File: src/rtl/colour_freq_meter.sv
// Colour-sensor front end: steps the filter through red, green and blue, counts sensor
// edges over a fixed gate window per colour and publishes one saturated RGB triple per round.
module colour_freq_meter #(
    parameter int GATE_CYCLES   = 100000,
    parameter int SETTLE_CYCLES = 1000,
    parameter int CNT_W         = 16
) (
    input  logic             clock,
    input  logic             reset,
    input  logic             start,
    input  logic             sensor_freq,
    output logic [1:0]       filter_select,
    output logic [CNT_W-1:0] count_red,
    output logic [CNT_W-1:0] count_green,
    output logic [CNT_W-1:0] count_blue,
    output logic             data_valid,
    output logic             overflow,
    output logic             busy
);

    // state  | meaning
    // IDLE   | waiting for start, filter parked on red
    // SET_R  | red filter selected, settling, edges ignored
    // GATE_R | counting edges for red
    // SET_G  | green filter selected, settling
    // GATE_G | counting edges for green
    // SET_B  | blue filter selected, settling
    // GATE_B | counting edges for blue, publishes the triple on exit
    typedef enum logic [2:0] {
        IDLE   = 3'd0,
        SET_R  = 3'd1,
        GATE_R = 3'd2,
        SET_G  = 3'd3,
        GATE_G = 3'd4,
        SET_B  = 3'd5,
        GATE_B = 3'd6
    } state_t;

    localparam int TMR_MAX = (GATE_CYCLES > SETTLE_CYCLES) ? GATE_CYCLES : SETTLE_CYCLES;
    localparam int TMR_W   = $clog2(TMR_MAX + 1);

    localparam logic [TMR_W-1:0] SETTLE_LOAD = TMR_W'(SETTLE_CYCLES - 1);
    localparam logic [TMR_W-1:0] GATE_LOAD   = TMR_W'(GATE_CYCLES - 1);
    localparam logic [CNT_W-1:0] CNT_MAX     = '1;

    localparam logic [1:0] SEL_RED   = 2'b00;
    localparam logic [1:0] SEL_GREEN = 2'b11;
    localparam logic [1:0] SEL_BLUE  = 2'b01;

    state_t            state;
    state_t            state_next;
    logic [TMR_W-1:0]  timer;
    logic [TMR_W-1:0]  timer_next;
    logic              tc;

    logic              sync_1;
    logic              sync_2;
    logic              sync_3;
    logic              edge_p;

    logic [CNT_W-1:0]  acc;
    logic [CNT_W-1:0]  acc_inc;
    logic              acc_full;
    logic              sat_hit;
    logic              ovf_round;
    logic [CNT_W-1:0]  shadow_red;
    logic [CNT_W-1:0]  shadow_green;

    logic              in_set;
    logic              in_gate;
    logic              publish;

    // Two synchroniser stages, the third flop only feeds the rising-edge detect.
    always_ff @(posedge clock or posedge reset) begin
        if (reset) begin
            sync_1 <= 1'b0;
            sync_2 <= 1'b0;
            sync_3 <= 1'b0;
        end else begin
            sync_1 <= sensor_freq;
            sync_2 <= sync_1;
            sync_3 <= sync_2;
        end
    end

    assign edge_p = sync_2 & ~sync_3;

    always_ff @(posedge clock or posedge reset) begin
        if (reset) begin
            state <= IDLE;
            timer <= '0;
        end else begin
            state <= state_next;
            timer <= timer_next;
        end
    end

    assign tc = (timer == '0);

    always_comb begin
        state_next    = state;
        timer_next    = tc ? timer : timer - 1'b1;
        filter_select = SEL_RED;
        in_set        = 1'b0;
        in_gate       = 1'b0;
        publish       = 1'b0;

        case (state)
            IDLE: begin
                if (start) begin
                    state_next = SET_R;
                    timer_next = SETTLE_LOAD;
                end
            end
            SET_R: begin
                in_set = 1'b1;
                if (tc) begin
                    state_next = GATE_R;
                    timer_next = GATE_LOAD;
                end
            end
            GATE_R: begin
                in_gate = 1'b1;
                if (tc) begin
                    state_next = SET_G;
                    timer_next = SETTLE_LOAD;
                end
            end
            SET_G: begin
                filter_select = SEL_GREEN;
                in_set        = 1'b1;
                if (tc) begin
                    state_next = GATE_G;
                    timer_next = GATE_LOAD;
                end
            end
            GATE_G: begin
                filter_select = SEL_GREEN;
                in_gate       = 1'b1;
                if (tc) begin
                    state_next = SET_B;
                    timer_next = SETTLE_LOAD;
                end
            end
            SET_B: begin
                filter_select = SEL_BLUE;
                in_set        = 1'b1;
                if (tc) begin
                    state_next = GATE_B;
                    timer_next = GATE_LOAD;
                end
            end
            GATE_B: begin
                filter_select = SEL_BLUE;
                in_gate       = 1'b1;
                if (tc) begin
                    state_next = IDLE;
                    publish    = 1'b1;
                end
            end
            default: begin
                state_next = IDLE;
            end
        endcase
    end

    assign busy = (state != IDLE);

    // Saturating increment; an edge arriving at full scale is what flags overflow.
    assign acc_full = (acc == CNT_MAX);
    assign sat_hit  = in_gate & edge_p & acc_full;
    assign acc_inc  = (edge_p && !acc_full) ? acc + 1'b1 : acc;

    always_ff @(posedge clock or posedge reset) begin
        if (reset) begin
            acc          <= '0;
            ovf_round    <= 1'b0;
            shadow_red   <= '0;
            shadow_green <= '0;
        end else begin
            if (in_set) begin
                acc <= '0;
            end else if (in_gate) begin
                acc <= acc_inc;
            end

            if (state == IDLE && start) begin
                ovf_round <= 1'b0;
            end else if (sat_hit) begin
                ovf_round <= 1'b1;
            end

            // acc_inc rather than acc so an edge in the final gate cycle is kept.
            if (state == GATE_R && tc) begin
                shadow_red <= acc_inc;
            end
            if (state == GATE_G && tc) begin
                shadow_green <= acc_inc;
            end
        end
    end

    always_ff @(posedge clock or posedge reset) begin
        if (reset) begin
            count_red   <= '0;
            count_green <= '0;
            count_blue  <= '0;
            overflow    <= 1'b0;
            data_valid  <= 1'b0;
        end else begin
            data_valid <= publish;
            if (publish) begin
                count_red   <= shadow_red;
                count_green <= shadow_green;
                count_blue  <= acc_inc;
                overflow    <= ovf_round | sat_hit;
            end
        end
    end

endmodule

File: config.mk
export PLATFORM = sky130hd
export DESIGN_NAME = colour_freq_meter
export DESIGN_NICKNAME = d
export VERILOG_FILES = /design/src/rtl/colour_freq_meter.sv
export SDC_FILE = /design/constraint.sdc
export NUM_CORES = 1
export LEC_CHECK = 0
export BUFFER_PORTS_ARGS = -buffer_cell sky130_fd_sc_hd__buf_4
export CELL_PAD_IN_SITES_DETAIL_PLACEMENT = 2
export CELL_PAD_IN_SITES_GLOBAL_PLACEMENT = 2
export CORE_MARGIN = 1
export CORE_UTILIZATION = 40
export CTS_BUF_LIST = sky130_fd_sc_hd__clkbuf_16
export DETAILED_ROUTE_END_ITERATION = 12
export PLACE_DENSITY = 0.86
export SYNTH_ARGS = -nofsm -noshare
export SYNTH_HDL_FRONTEND = slang
export SYNTH_SLANG_ARGS = --single-unit
File: constraint.sdc
create_clock -name clock -period 12.8 [get_ports clock]
set_clock_uncertainty 0.05 [all_clocks]
set_input_delay 2.56 -clock clock [delete_from_list [all_inputs] [get_ports clock]]
set_output_delay 2.56 -clock clock [all_outputs]
set_load 0.005 [all_outputs]
# Word level (Yosys, flattened, before mapping)
# Cells that the tools add are included.
# totals
elab_cells	74
input_bits	4
regBits	122
# classes
muxes	23
bitwise_logic	5
n_reduce_logical	16
addsub	2
eq_ne	14
# ops
op	count
two-way mux 17 bit	4
one-hot mux 17 bit (3 select lines)	1
two-way mux 16 bit	3
two-way mux 3 bit	7
one-hot mux 3 bit (7 select lines)	1
zero test 17 bit	1
subtractor 17 x 1 -> 17 bit (second input constant)	1
adder 16 x 1 -> 16 bit (second input constant)	1
== test 16 bit (second input constant)	1
inequality test 2 bit (second input constant)	7
== test 3 bit (second input constant)	3
AND reduction 7 bit	1
== test 3 x 2 -> 1 bit (second input constant)	2
two-way mux 1 bit	6
OR reduction 2 bit	3
OR reduction 3 bit	2
logical AND 1 bit	4
one-hot mux 2 bit (2 select lines)	1
nonzero test 2 bit	2
bitwise AND 1 bit	3
== test 3 x 1 -> 1 bit (second input constant)	1
zero test 3 bit	1
nonzero test 3 bit	1
zero test 1 bit	1
other kinds (2)	2

# Longest topological paths before layout
# logic_depth
word_depth	7
depth_mapped	11

# Worst setup path after synthesis
# Ideal clock, no wire load.
# synth_timing
path_kind	reg-to-output
startpoint	register state[0]
endpoint	output filter_select[0]
path_stages_with_launch	5
path_slack_ns	8.969
required_time_ns	10.190
path_buffers	2
arrival_time_ns	1.221
cell_sequence	dfrtp_1 > clkbuf_1 > buf_1 > nand2_1 > xnor2_1
# synth_between
elab_chain_cells	3
elab_cells_between_ends	7
# synth_rtl
item	line_no	source
from (decl)	50	state_t state;
from (signal assigned)	93	state <= state_next;
== test 3 bit or == test 3 x 2 -> 1 bit (tied branches)	108	case (state)
OR reduction 2 bit (no source line)	-	
one-hot mux 2 bit (2 select lines) *	108	
to (decl)	12	output logic [1:0] filter_select,
# Every way passes the cells marked *; elsewhere a longest branch is shown, timed or not.

# Worst setup path in the final report
# layout_timing
startpoint	register state[0]
endpoint	output filter_select[1]
# Same word-level chain as after synthesis.

==> run_results.csv <==
group,metric,value,unit
run_status,status,"finished, final reports clean",
grt,grt_start_max_net_pins,76,
floorplanning,die_w,119,um
placed_design,dp_slack,8.57,ns
worst_setup_path,slowest_stage,"dfrtp_1",
clock_network,post_cts_buffers,0,
power_and_ir_drop,p_per_area,136,nW/um2
timing,setup_viol,0,
min_path,hp-class,"reg2reg",
grt,grt_pass1_wl,28100,um
routing,ant_nets,0,
yosys,yosys_warnings,0,
clock_network,htreeDepth,4,
timing,fmax,0.221,GHz
power_and_ir_drop,p_leak,3.06,nW
floorplanning,core_area,13300,um2
yosys,synth-seq-cells,122,
floorplanning,die_y,119,um
yosys,syn_avg_cell_area,9.54,um2
worst_setup_path,critPathKind,"reg2out",
floorplanning,start_util,41.2,%
timing,finalHoldViolCount,0,
routing,drt-vias-per-instance,5.58,
clock_network,cts_tree,"yes",
yosys,synth_top_area_cell,"dfrtp_1",
clock_network,root_buffer,"clkbuf_16",
worst_setup_path,crit_path_start_kind,"register",
timing,setup-tns-final,0,ns
worst_setup_path,critPathCaptureType,"output pin",
worst_setup_path,cp_data_arrival_time,1.91,ns
yosys,netlist_instances,576,
clock_network,holdBufCountCts,0,
layout,utilization,48.6,%
routing,vias,4507,
yosys,synth_top_area_share,55.5,%
timing,fin_crit_sh,35.3,%
power_and_ir_drop,vdd_drop_max,0.0809,mV
yosys,synth_edf_count,0,
timing,rsz0062_at_grt,"no",
routing,drt_wl_total,17100,um
routing,wire_per_inst,21.2,um
grt,grt_pass1_vias,4945,
worst_setup_path,crit_chain,"nand2_1, o22ai_1, buf_4",
timing,setup_ws,8.28,ns
worst_setup_path,path_max_fanout,18,
clock_network,numCtsBuffers,17,
yosys,synth_most_common_cell,"nand2_1",
power_and_ir_drop,finalPower,0.883,mW
worst_setup_path,crit_required,10.19,ns
yosys,netlist_area,5500,um2
layout,syn_to_final_growth,17.9,%
clock_network,clk_pin_slew,0.05,ns
worst_setup_path,worst_path_largest_cell_delay,0.80,ns
routing,firstDrtPassIters,4,
flow_run,timing.max_cap.violations,0,
floorplanning,dieArea,14200,um2
grt,antenna_found_initial,0,
yosys,ys_seq_area_share,55.5,%
clock_network,cts_sinks,122,
layout,fin_nets,628,
placed_design,place_congestion,0.780,
timing,worstMarginPinSlew,1.11,ns
clock_network,clock_path_buffers,2,
timing,post-route-min-period,4.52,ns
layout,antenna_cells,0,
routing,drc,0,
layout,drive_above_1_share,15.7,%
timing,report.final.slew_viol_count,0,
floorplanning,fp-row-count,42,
yosys,ys_top_cells_by_count,"nand2_1 (145), dfrtp_1 (122), a21oi_1 (48)",
timing,relSlewSlack,25.7,%
placed_design,numPortBuffers,56,
clock_network,clk_latency,0.43,ns
layout,fillCellCount,1456,
grt,grt_usage,26.1,%
yosys,ys.flop_type,"dfrtp_1",
clock_network,cts-resized-gates,0,
yosys,synth_area_leaders,"dfrtp_1 (56%), nand2_1 (9.9%), a21oi_1 (4.4%), nor2_1 (2.9%), o21ai_0 (2.6%)",
yosys,synthArstFlopShare,100,%
floorplanning,io_pins,57,
yosys,synth_fp_nets,583,
timing,whs,0.308,ns
placed_design,dp_hpwl,10900,um
yosys,synthDistinctLibCells,56,
grt,grt-ovfl-total,0,
routing,drt_iter0_drc,184,
-- stage by stage --
step / instance area (um2) / std cells
final: 6480 / 807
after global routing: 6480 / 807
after CTS: 6480 / 807
after detailed placement: 5980 / 778
after global placement: 5980 / 778
after floorplan: 5500 / 576
-- layout make-up --
class	count	area [um2]	area share, %
well taps	176	220	3.40
clock inverters	12	73.8	1.14
repair buffers	59	443	6.83
multi-input cells	410	2220	34.3
inverters	11	43.8	0.675
clock buffers	17	425	6.56
flip-flops and latches	122	3050	47.1
-- worst max-delay path: cells and delay by family, from the launching register on --
kind | cells | cell delay (ns)
DFF | 1 | 0.80
buffers and inverters | 1 | 0.16
AOI/OAI and AO/OA | 1 | 0.27
and+or+nand+nor | 1 | 0.26
-- path summary, 6_finish.rpt --
path,from,end,slack [ns],depth (start not counted)
setup / recovery,state[0]$_DFFE_PP0P_,filter_select[1],8.28,3
hold / removal,sync_1$_DFF_PP0_,sync_2$_DFF_PP0_,0.31,0
setup reg to reg,timer[0]$_DFF_PP0_,shadow_red[3]$_DFFE_PP0P_,9.76,7
hold reg to reg,sync_1$_DFF_PP0_,sync_2$_DFF_PP0_,0.31,0
max in group asynchronous,reset,acc[13]$_DFFE_PP0P_,9.11,3
min in group asynchronous,reset,count_red[8]$_DFFE_PP0P_,2.17,2
-- sequential cells by signal, indices dropped and copies added, names as in the netlist --
register,flops
count_green,16
data_valid,1
timer,17
shadow_red,16
shadow_green,16
acc,16
count_blue,16
state,3
sync_2,1
ovf_round,1
sync_3,1
sync_1,1
overflow,1
count_red,16
-- logic make-up (layout without fill, tap and decap cells) --
kind of cell / Yosys count / count (layout) / share of synthesized area [%]
AOI/OAI and AO/OA: 124 / 124 / 13.2
muxes: 4 / 4 / 0.728
DFF: 122 / 122 / 55.5
and+or+nand+nor: 261 / 261 / 22.8
adders and majority gates: 4 / 4 / 0.865
xor gates and xnor gates: 17 / 17 / 2.71
buffers and inverters: 44 / 99 / 4.16
-- report_power, final --
part | internal (mW) | total (mW) | leakage (nW) | switching, mW
registers | 0.399 | 0.418 | 1.66 | 0.0187
clock network | 0.255 | 0.418 | 0.268 | 0.163
logic | 0.0177 | 0.0477 | 1.14 | 0.0300
-- layer usage --
metal  share of wire [%]  vias to the layer above  GRT usage (%)  routed length, um
li1                    -                     2063              -                  -
met1                  43                     2329           31.9               7330
met2                  51                       81           44.1               8780
met3                 3.0                       34           5.22                508
met4                 2.6                        0           12.2                450
met5                   0                        -              0                  0
-- layout by cell type (no fill, tap or decap), types with 8 or more instances in the layout --
master	n
nand2_1	145
a31oi_1	10
inv_1	16
nor3_1	8
buf_4	59
nor2_1	42
o21ai_0	29
o21ai_1	8
nand3_1	9
clkbuf_16	17
a21oi_1	48
dfrtp_1	122
xnor2_1	16
Power figures use the tool's default switching activity.
